<file path="src/rtl/ccg_bist_response_reader.sv">
// rtl/ccg_bist_response_reader.sv - LFSR stimulus / MISR response harness for one combinational netlist
// Optional abort input: define CCG_BIST_ABORT_EN.
module ccg_bist_response_reader #(
    parameter int              N_IN      = 20,
    parameter int              N_OUT     = 28,
    parameter int              SIG_W     = 32,
    parameter logic [SIG_W-1:0] MISR_POLY = 32'h04C11DB7,
    parameter int              PAT_CNT   = 1024,
    parameter int              DUT_LAT   = 0
) (
    input  logic             clk,
    input  logic             rst_n,
    input  logic             start,
`ifdef CCG_BIST_ABORT_EN
    input  logic             abort,
`endif
    input  logic [N_IN-1:0]  seed,
    input  logic [SIG_W-1:0] golden_sig,
    output logic [N_IN-1:0]  pat_x,
    input  logic [N_OUT-1:0] dut_f,
    output logic             busy,
    output logic             done,
    output logic             pass,
    output logic [SIG_W-1:0] signature
);

    localparam int CW = $clog2(PAT_CNT + 1);
    localparam int VW = (DUT_LAT > 0) ? DUT_LAT : 1;
    localparam int DW = $clog2(VW + 1);
    localparam logic [CW-1:0] LAST_PAT   = CW'(PAT_CNT - 1);
    localparam logic [DW-1:0] DRAIN_LAST = DW'(VW - 1);

    typedef enum logic [1:0] {S_IDLE, S_RUN, S_DRAIN, S_DONE} state_t;

    state_t           state_q;
    logic [N_IN-1:0]  pat_q;
    logic [SIG_W-1:0] sig_q;
    logic [SIG_W-1:0] gold_q;
    logic [CW-1:0]    cnt_q;
    logic [DW-1:0]    drn_q;
    logic [VW-1:0]    vld_q;
    logic             busy_q;
    logic             done_q;
    logic             pass_q;

    logic             abort_w;
    logic             upd;
    logic [N_IN-1:0]  lfsr_d;
    logic [SIG_W-1:0] misr_d;
    logic [VW-1:0]    vld_d;

`ifdef CCG_BIST_ABORT_EN
    assign abort_w = abort;
`else
    assign abort_w = 1'b0;
`endif

    always_comb begin
        upd    = (DUT_LAT == 0) ? (state_q == S_RUN) : vld_q[VW-1];
        lfsr_d = {pat_q[N_IN-2:0], pat_q[N_IN-1] ^ pat_q[N_IN-4]};
        misr_d = {sig_q[SIG_W-2:0], 1'b0}
               ^ (sig_q[SIG_W-1] ? MISR_POLY : '0)
               ^ SIG_W'(dut_f);
        // Each presented pattern enters the valid pipe; it qualifies the MISR update DUT_LAT cycles later.
        vld_d    = '0;
        vld_d[0] = (state_q == S_RUN);
        for (int i = 1; i < VW; i++) begin
            vld_d[i] = vld_q[i-1];
        end
    end

    always_ff @(posedge clk) begin
        if (!rst_n) begin
            state_q <= S_IDLE;
            pat_q   <= '0;
            sig_q   <= '0;
            gold_q  <= '0;
            cnt_q   <= '0;
            drn_q   <= '0;
            vld_q   <= '0;
            busy_q  <= 1'b0;
            done_q  <= 1'b0;
            pass_q  <= 1'b0;
        end else begin
            case (state_q)
                S_IDLE, S_DONE: begin
                    if (start) begin
                        state_q <= S_RUN;
                        pat_q   <= (seed == '0) ? N_IN'(1) : seed;
                        sig_q   <= '0;
                        gold_q  <= golden_sig;
                        cnt_q   <= '0;
                        drn_q   <= '0;
                        vld_q   <= '0;
                        busy_q  <= 1'b1;
                        done_q  <= 1'b0;
                        pass_q  <= 1'b0;
                    end
                end
                S_RUN: begin
                    if (abort_w) begin
                        state_q <= S_IDLE;
                        busy_q  <= 1'b0;
                        vld_q   <= '0;
                    end else begin
                        if (upd) sig_q <= misr_d;
                        vld_q <= vld_d;
                        cnt_q <= cnt_q + CW'(1);
                        if (cnt_q == LAST_PAT) begin
                            if (DUT_LAT == 0) begin
                                state_q <= S_DONE;
                                busy_q  <= 1'b0;
                                done_q  <= 1'b1;
                                pass_q  <= (misr_d == gold_q);
                            end else begin
                                state_q <= S_DRAIN;
                            end
                        end else begin
                            pat_q <= lfsr_d;
                        end
                    end
                end
                S_DRAIN: begin
                    if (abort_w) begin
                        state_q <= S_IDLE;
                        busy_q  <= 1'b0;
                        vld_q   <= '0;
                    end else begin
                        if (upd) sig_q <= misr_d;
                        vld_q <= vld_d;
                        drn_q <= drn_q + DW'(1);
                        if (drn_q == DRAIN_LAST) begin
                            state_q <= S_DONE;
                            busy_q  <= 1'b0;
                            done_q  <= 1'b1;
                            pass_q  <= (misr_d == gold_q);
                        end
                    end
                end
                default: state_q <= S_IDLE;
            endcase
        end
    end

    assign pat_x     = pat_q;
    assign busy      = busy_q;
    assign done      = done_q;
    assign pass      = pass_q;
    assign signature = sig_q;

endmodule

</file>
<file path="config.mk">
export PLATFORM = sky130hd
export DESIGN_NAME = ccg_bist_response_reader
export DESIGN_NICKNAME = d
export VERILOG_FILES = /design/src/rtl/ccg_bist_response_reader.sv
export SDC_FILE = /design/constraint.sdc
export NUM_CORES = 1
export LEC_CHECK = 0
export CELL_PAD_IN_SITES_DETAIL_PLACEMENT = 1
export CELL_PAD_IN_SITES_GLOBAL_PLACEMENT = 1
export CORE_MARGIN = 2
export CORE_UTILIZATION = 25
export CTS_CLUSTER_DIAMETER = 120
export CTS_CLUSTER_SIZE = 20
export DETAILED_ROUTE_END_ITERATION = 10
export MAX_ROUTING_LAYER = met4
export PLACE_DENSITY = 0.6
export SETUP_SLACK_MARGIN = 0.15
export SKIP_LAST_GASP = 1
export SYNTH_ARGS = -nofsm -noshare
export SYNTH_HDL_FRONTEND = slang
export SYNTH_SLANG_ARGS = --single-unit
</file>
<file path="constraint.sdc">
create_clock -name clk -period 2 [get_ports clk]
set_input_delay 0.2 -clock clk [delete_from_list [all_inputs] [get_ports clk]]
set_output_delay 0.2 -clock clk [all_outputs]
set_load 0.05 [all_outputs]
</file>
==> flow_metrics.py <==
metrics = {
    "worst_hold_path": {
        "whs_path_depth": 4,
        "hold_start": "dut_f[3]",
        "hp-class": "in -> reg",
    },
    "sta": {
        "final-max-slew-violation-count": 0,
        "timing.hold.ws_ps": 337.6,
        "hold_viol": 0,
        "setup_viol": 1,
        "worst_slack_ps": -85.30,
        "fin_skew_ps": 14.06,
        "worst_slew_pin_slew_ps": 862.8,
        "min_period_ps": 2085,
        "fin_setup_tns_ps": -85.30,
        "slew_headroom_pct": 42.48,
        "period_share_pct": 104.3,
        "max_freq_mhz": 479.5,
        "rsz0062_at_grt": "true",
    },
    "critical_path": {
        "timing.rr.start": "signature[13]$_SDFFE_PN0P_",
        "critical_path.max_fanout": 2,
        "path_delay_family": "simple AND/OR/NAND/NOR gates",
        "worst_path_largest_cell_delay_ps": 530,
        "worstPathRequired_ps": 2280,
        "cp_num_buf_inv": 1,
        "timing.critical_path.mode_cell": "or4_4",
        "cp-startpoint": "dut_f[14]",
        "path_class": "in -> reg",
        "ff2ff_path_depth": 6,
        "end_kind": "flip-flop",
        "path_depth": 7,
        "startpoint_type": "input port",
        "slowest_stage": "or4_4",
        "cp.arrival_ps": 2360,
        "crit_chain": "clkdlybuf4s50_1 -> xor2_2 -> xnor2_1 -> o21ai_1 -> or4_4 -> or4_4 -> o31ai_2",
    },
    "synthesis": {
        "ys_types": 42,
        "yosysSeqAreaShare_pct": 40.15,
        "synth_area_mm2": 0.004986,
        "synth_nets": 650,
        "synth_enable_flop_cells": 0,
        "synth-seq-cells": 100,
        "synth-warning-count": 0,
        "synth_cells": 564,
        "ys_async_sr_fraction_pct": 0,
        "syn_avg_cell_area_um2": 8.840,
        "synth_ff_type": "dfxtp_1",
    },
    "routing": {
        "detail-route-antenna-nets": 0,
        "drc": 0,
        "wl_mm": 16.66,
        "avgRoutedWirePerCell_um": 16.67,
        "num_vias": 4559,
        "viasPerCell": 4.564,
        "firstDrtPassIters": 4,
        "drt-initial-drc-count": 206,
    },
    "final_layout": {
        "final_nets": 815,
        "insertedDiodeCount": 0,
        "final_common_cell": "clkdlybuf4s50_1",
        "layout-drive-gt1-share_pct": 17.44,
        "syn2layout_area_growth_pct": 53.50,
        "final_cell_mix": "122 x clkdlybuf4s50_1, 110 x nand2_1, 80 x dfxtp_1",
        "nFillCells": 2267,
    },
    "die": {
        "rows": 51,
        "start_util_pct": 25.54,
        "dieArea_mm2": 0.02109,
        "die_y_um": 145.2,
        "dieWidth_um": 145.2,
        "ios": 138,
        "core-area_mm2": 0.01953,
    },
    "clock_tree": {
        "cts_tree": "yes",
        "clock-sinks": 100,
        "clock_latency_ps": 360,
        "cts_buffer_depth": 2,
        "root_buffer": "clkbuf_16",
        "numCtsBuffers": 9,
        "clk_pin_slew_ps": 70,
        "h-tree-depth": 3,
    },
    "pwr": {
        "p_leak_uw": 0.003076,
        "switching_share_pct": 41.77,
        "intPower_uw": 5004,
        "power_frac_clock_pct": 20.4,
        "power_switching_uw": 3589,
        "ir_drop_mv": 0.4302,
        "seqPwrFrac_pct": 31.2,
        "combPwrFrac_pct": 48.3,
        "powerDensity_mw_per_mm2": 1123,
    },
    "status": {
        "violations": "setup timing",
        "status": "complete, but fails checks",
    },
    "global_route": {
        "grtUsageTotal_pct": 16.04,
        "grt_pass1_vias": 4835,
        "grt_max_degree": 93,
        "antenna_found_initial": 0,
        "grt_pass1_wl_mm": 26.33,
        "grt_overflow": 0,
    },
    "run": {
        "max-cap-violations": 0,
    },
    "placed_design": {
        "port_buffers": 137,
        "dp_hpwl_mm": 12.25,
        "gp_congestion": 0.7799,
        "place_worst_setup_slack_ps": -435.7,
    },
}
[state kept, by name (all words and copies together), names as in the netlist]
| register | cells |
|---|---|
| busy | 1 |
| cnt_q | 11 |
| done | 1 |
| drn_q | 1 |
| gold_q | 32 |
| pass | 1 |
| pat_x | 20 |
| signature | 32 |
| state_q | 1 |
[synthesized netlist by cell type, types with 3 or more instances]
master | count | area [um2]
a21oi_1 | 5 | 25.02
nor4_1 | 8 | 50.05
xnor2_1 | 42 | 367.9
clkbuf_1 | 34 | 127.6
a21boi_0 | 54 | 405.4
nor2_1 | 20 | 75.07
inv_1 | 6 | 22.52
or4_1 | 3 | 22.52
xor2_1 | 36 | 315.3
o21ai_0 | 5 | 25.02
nand4_1 | 5 | 31.28
dfxtp_1 | 100 | 2002
mux2i_1 | 24 | 240.2
nand3_1 | 24 | 120.1
a22oi_1 | 13 | 97.59
nor3_1 | 5 | 25.02
nand2_1 | 110 | 412.9
and2_1 | 4 | 25.02
ha_1 | 3 | 37.54
nor2b_1 | 17 | 106.4
o211a_1 | 19 | 190.2
[path summary, 6_finish.rpt]
check	end	slack (ps)
worst max-delay path	pass$_SDFFE_PN0P_	-90
worst min-delay path	signature[3]$_SDFFE_PN0P_	340
worst min register to register	gold_q[25]$_SDFFE_PN0P_	490
worst max register to register	pass$_SDFFE_PN0P_	-70
[per-stage QoR]
stage	util (%)	std cells	area [um2]	total power, uW
floorplan	-	564	5162	5091
finish	39.20	999	7654	8593
global placement	36.52	980	7131	6616
CTS	38.40	997	7497	8545
global route	39.20	999	7654	9048
detailed placement	36.52	980	7131	6679
[logic make-up after synthesis]
family / Yosys count / synth area share (%)
AO/OA/AOI/OAI: 109 / 17.09
XOR/XNOR: 82 / 15.23
adder cells (fa/ha/maj): 3 / 0.7529
buffers and inverters: 43 / 3.287
flip-flops: 100 / 40.15
multiplexers: 24 / 4.818
AND/OR/NAND/NOR: 203 / 18.67
[metal layers]
layer / GRT usage, % / routed length (um)
met3: 2.358 / 474
met5: - / 0
met1: 20.68 / 8145
met4: 4.853 / 198
met2: 26.07 / 7839
[worst min-delay path, stage by stage]
cell	delay, ps
dlymetal6s2s_1	190
xor2_4	130
nand3_1	80
a21boi_1	60
[power groups by stage]
stage                     Combinational (uW)  Clock (uW)  Sequential [uW]
after detailed placement                3960           0             2720
after floorplan                         1630           0             3460
after global placement                  3910           0             2710
after global routing                    4420        1890             2740
final                                   4150        1750             2680
after CTS                               4050        1810             2690
[what timing repair did]
item,in CTS,in global routing
resized for setup,17,46
hold endpoints to repair,0,0
hold buffers,0,0
gates cloned,0,2
setup buffers,1,0
pin swaps,1,16
endpoints found under the setup margin,25,55
[layout make-up]
class / count / area, um2 / area share [%]
clock buffers: 11 / 252.7 / 3.302
inverters: 6 / 22.52 / 0.2943
flip-flops and latches: 100 / 2059 / 26.91
clock inverters: 5 / 42.54 / 0.5558
multi-input cells: 421 / 3079 / 40.23
repair buffers: 191 / 1866 / 24.37
well taps: 265 / 331.6 / 4.332
No activity file was read; power rests on OpenSTA's default activity.
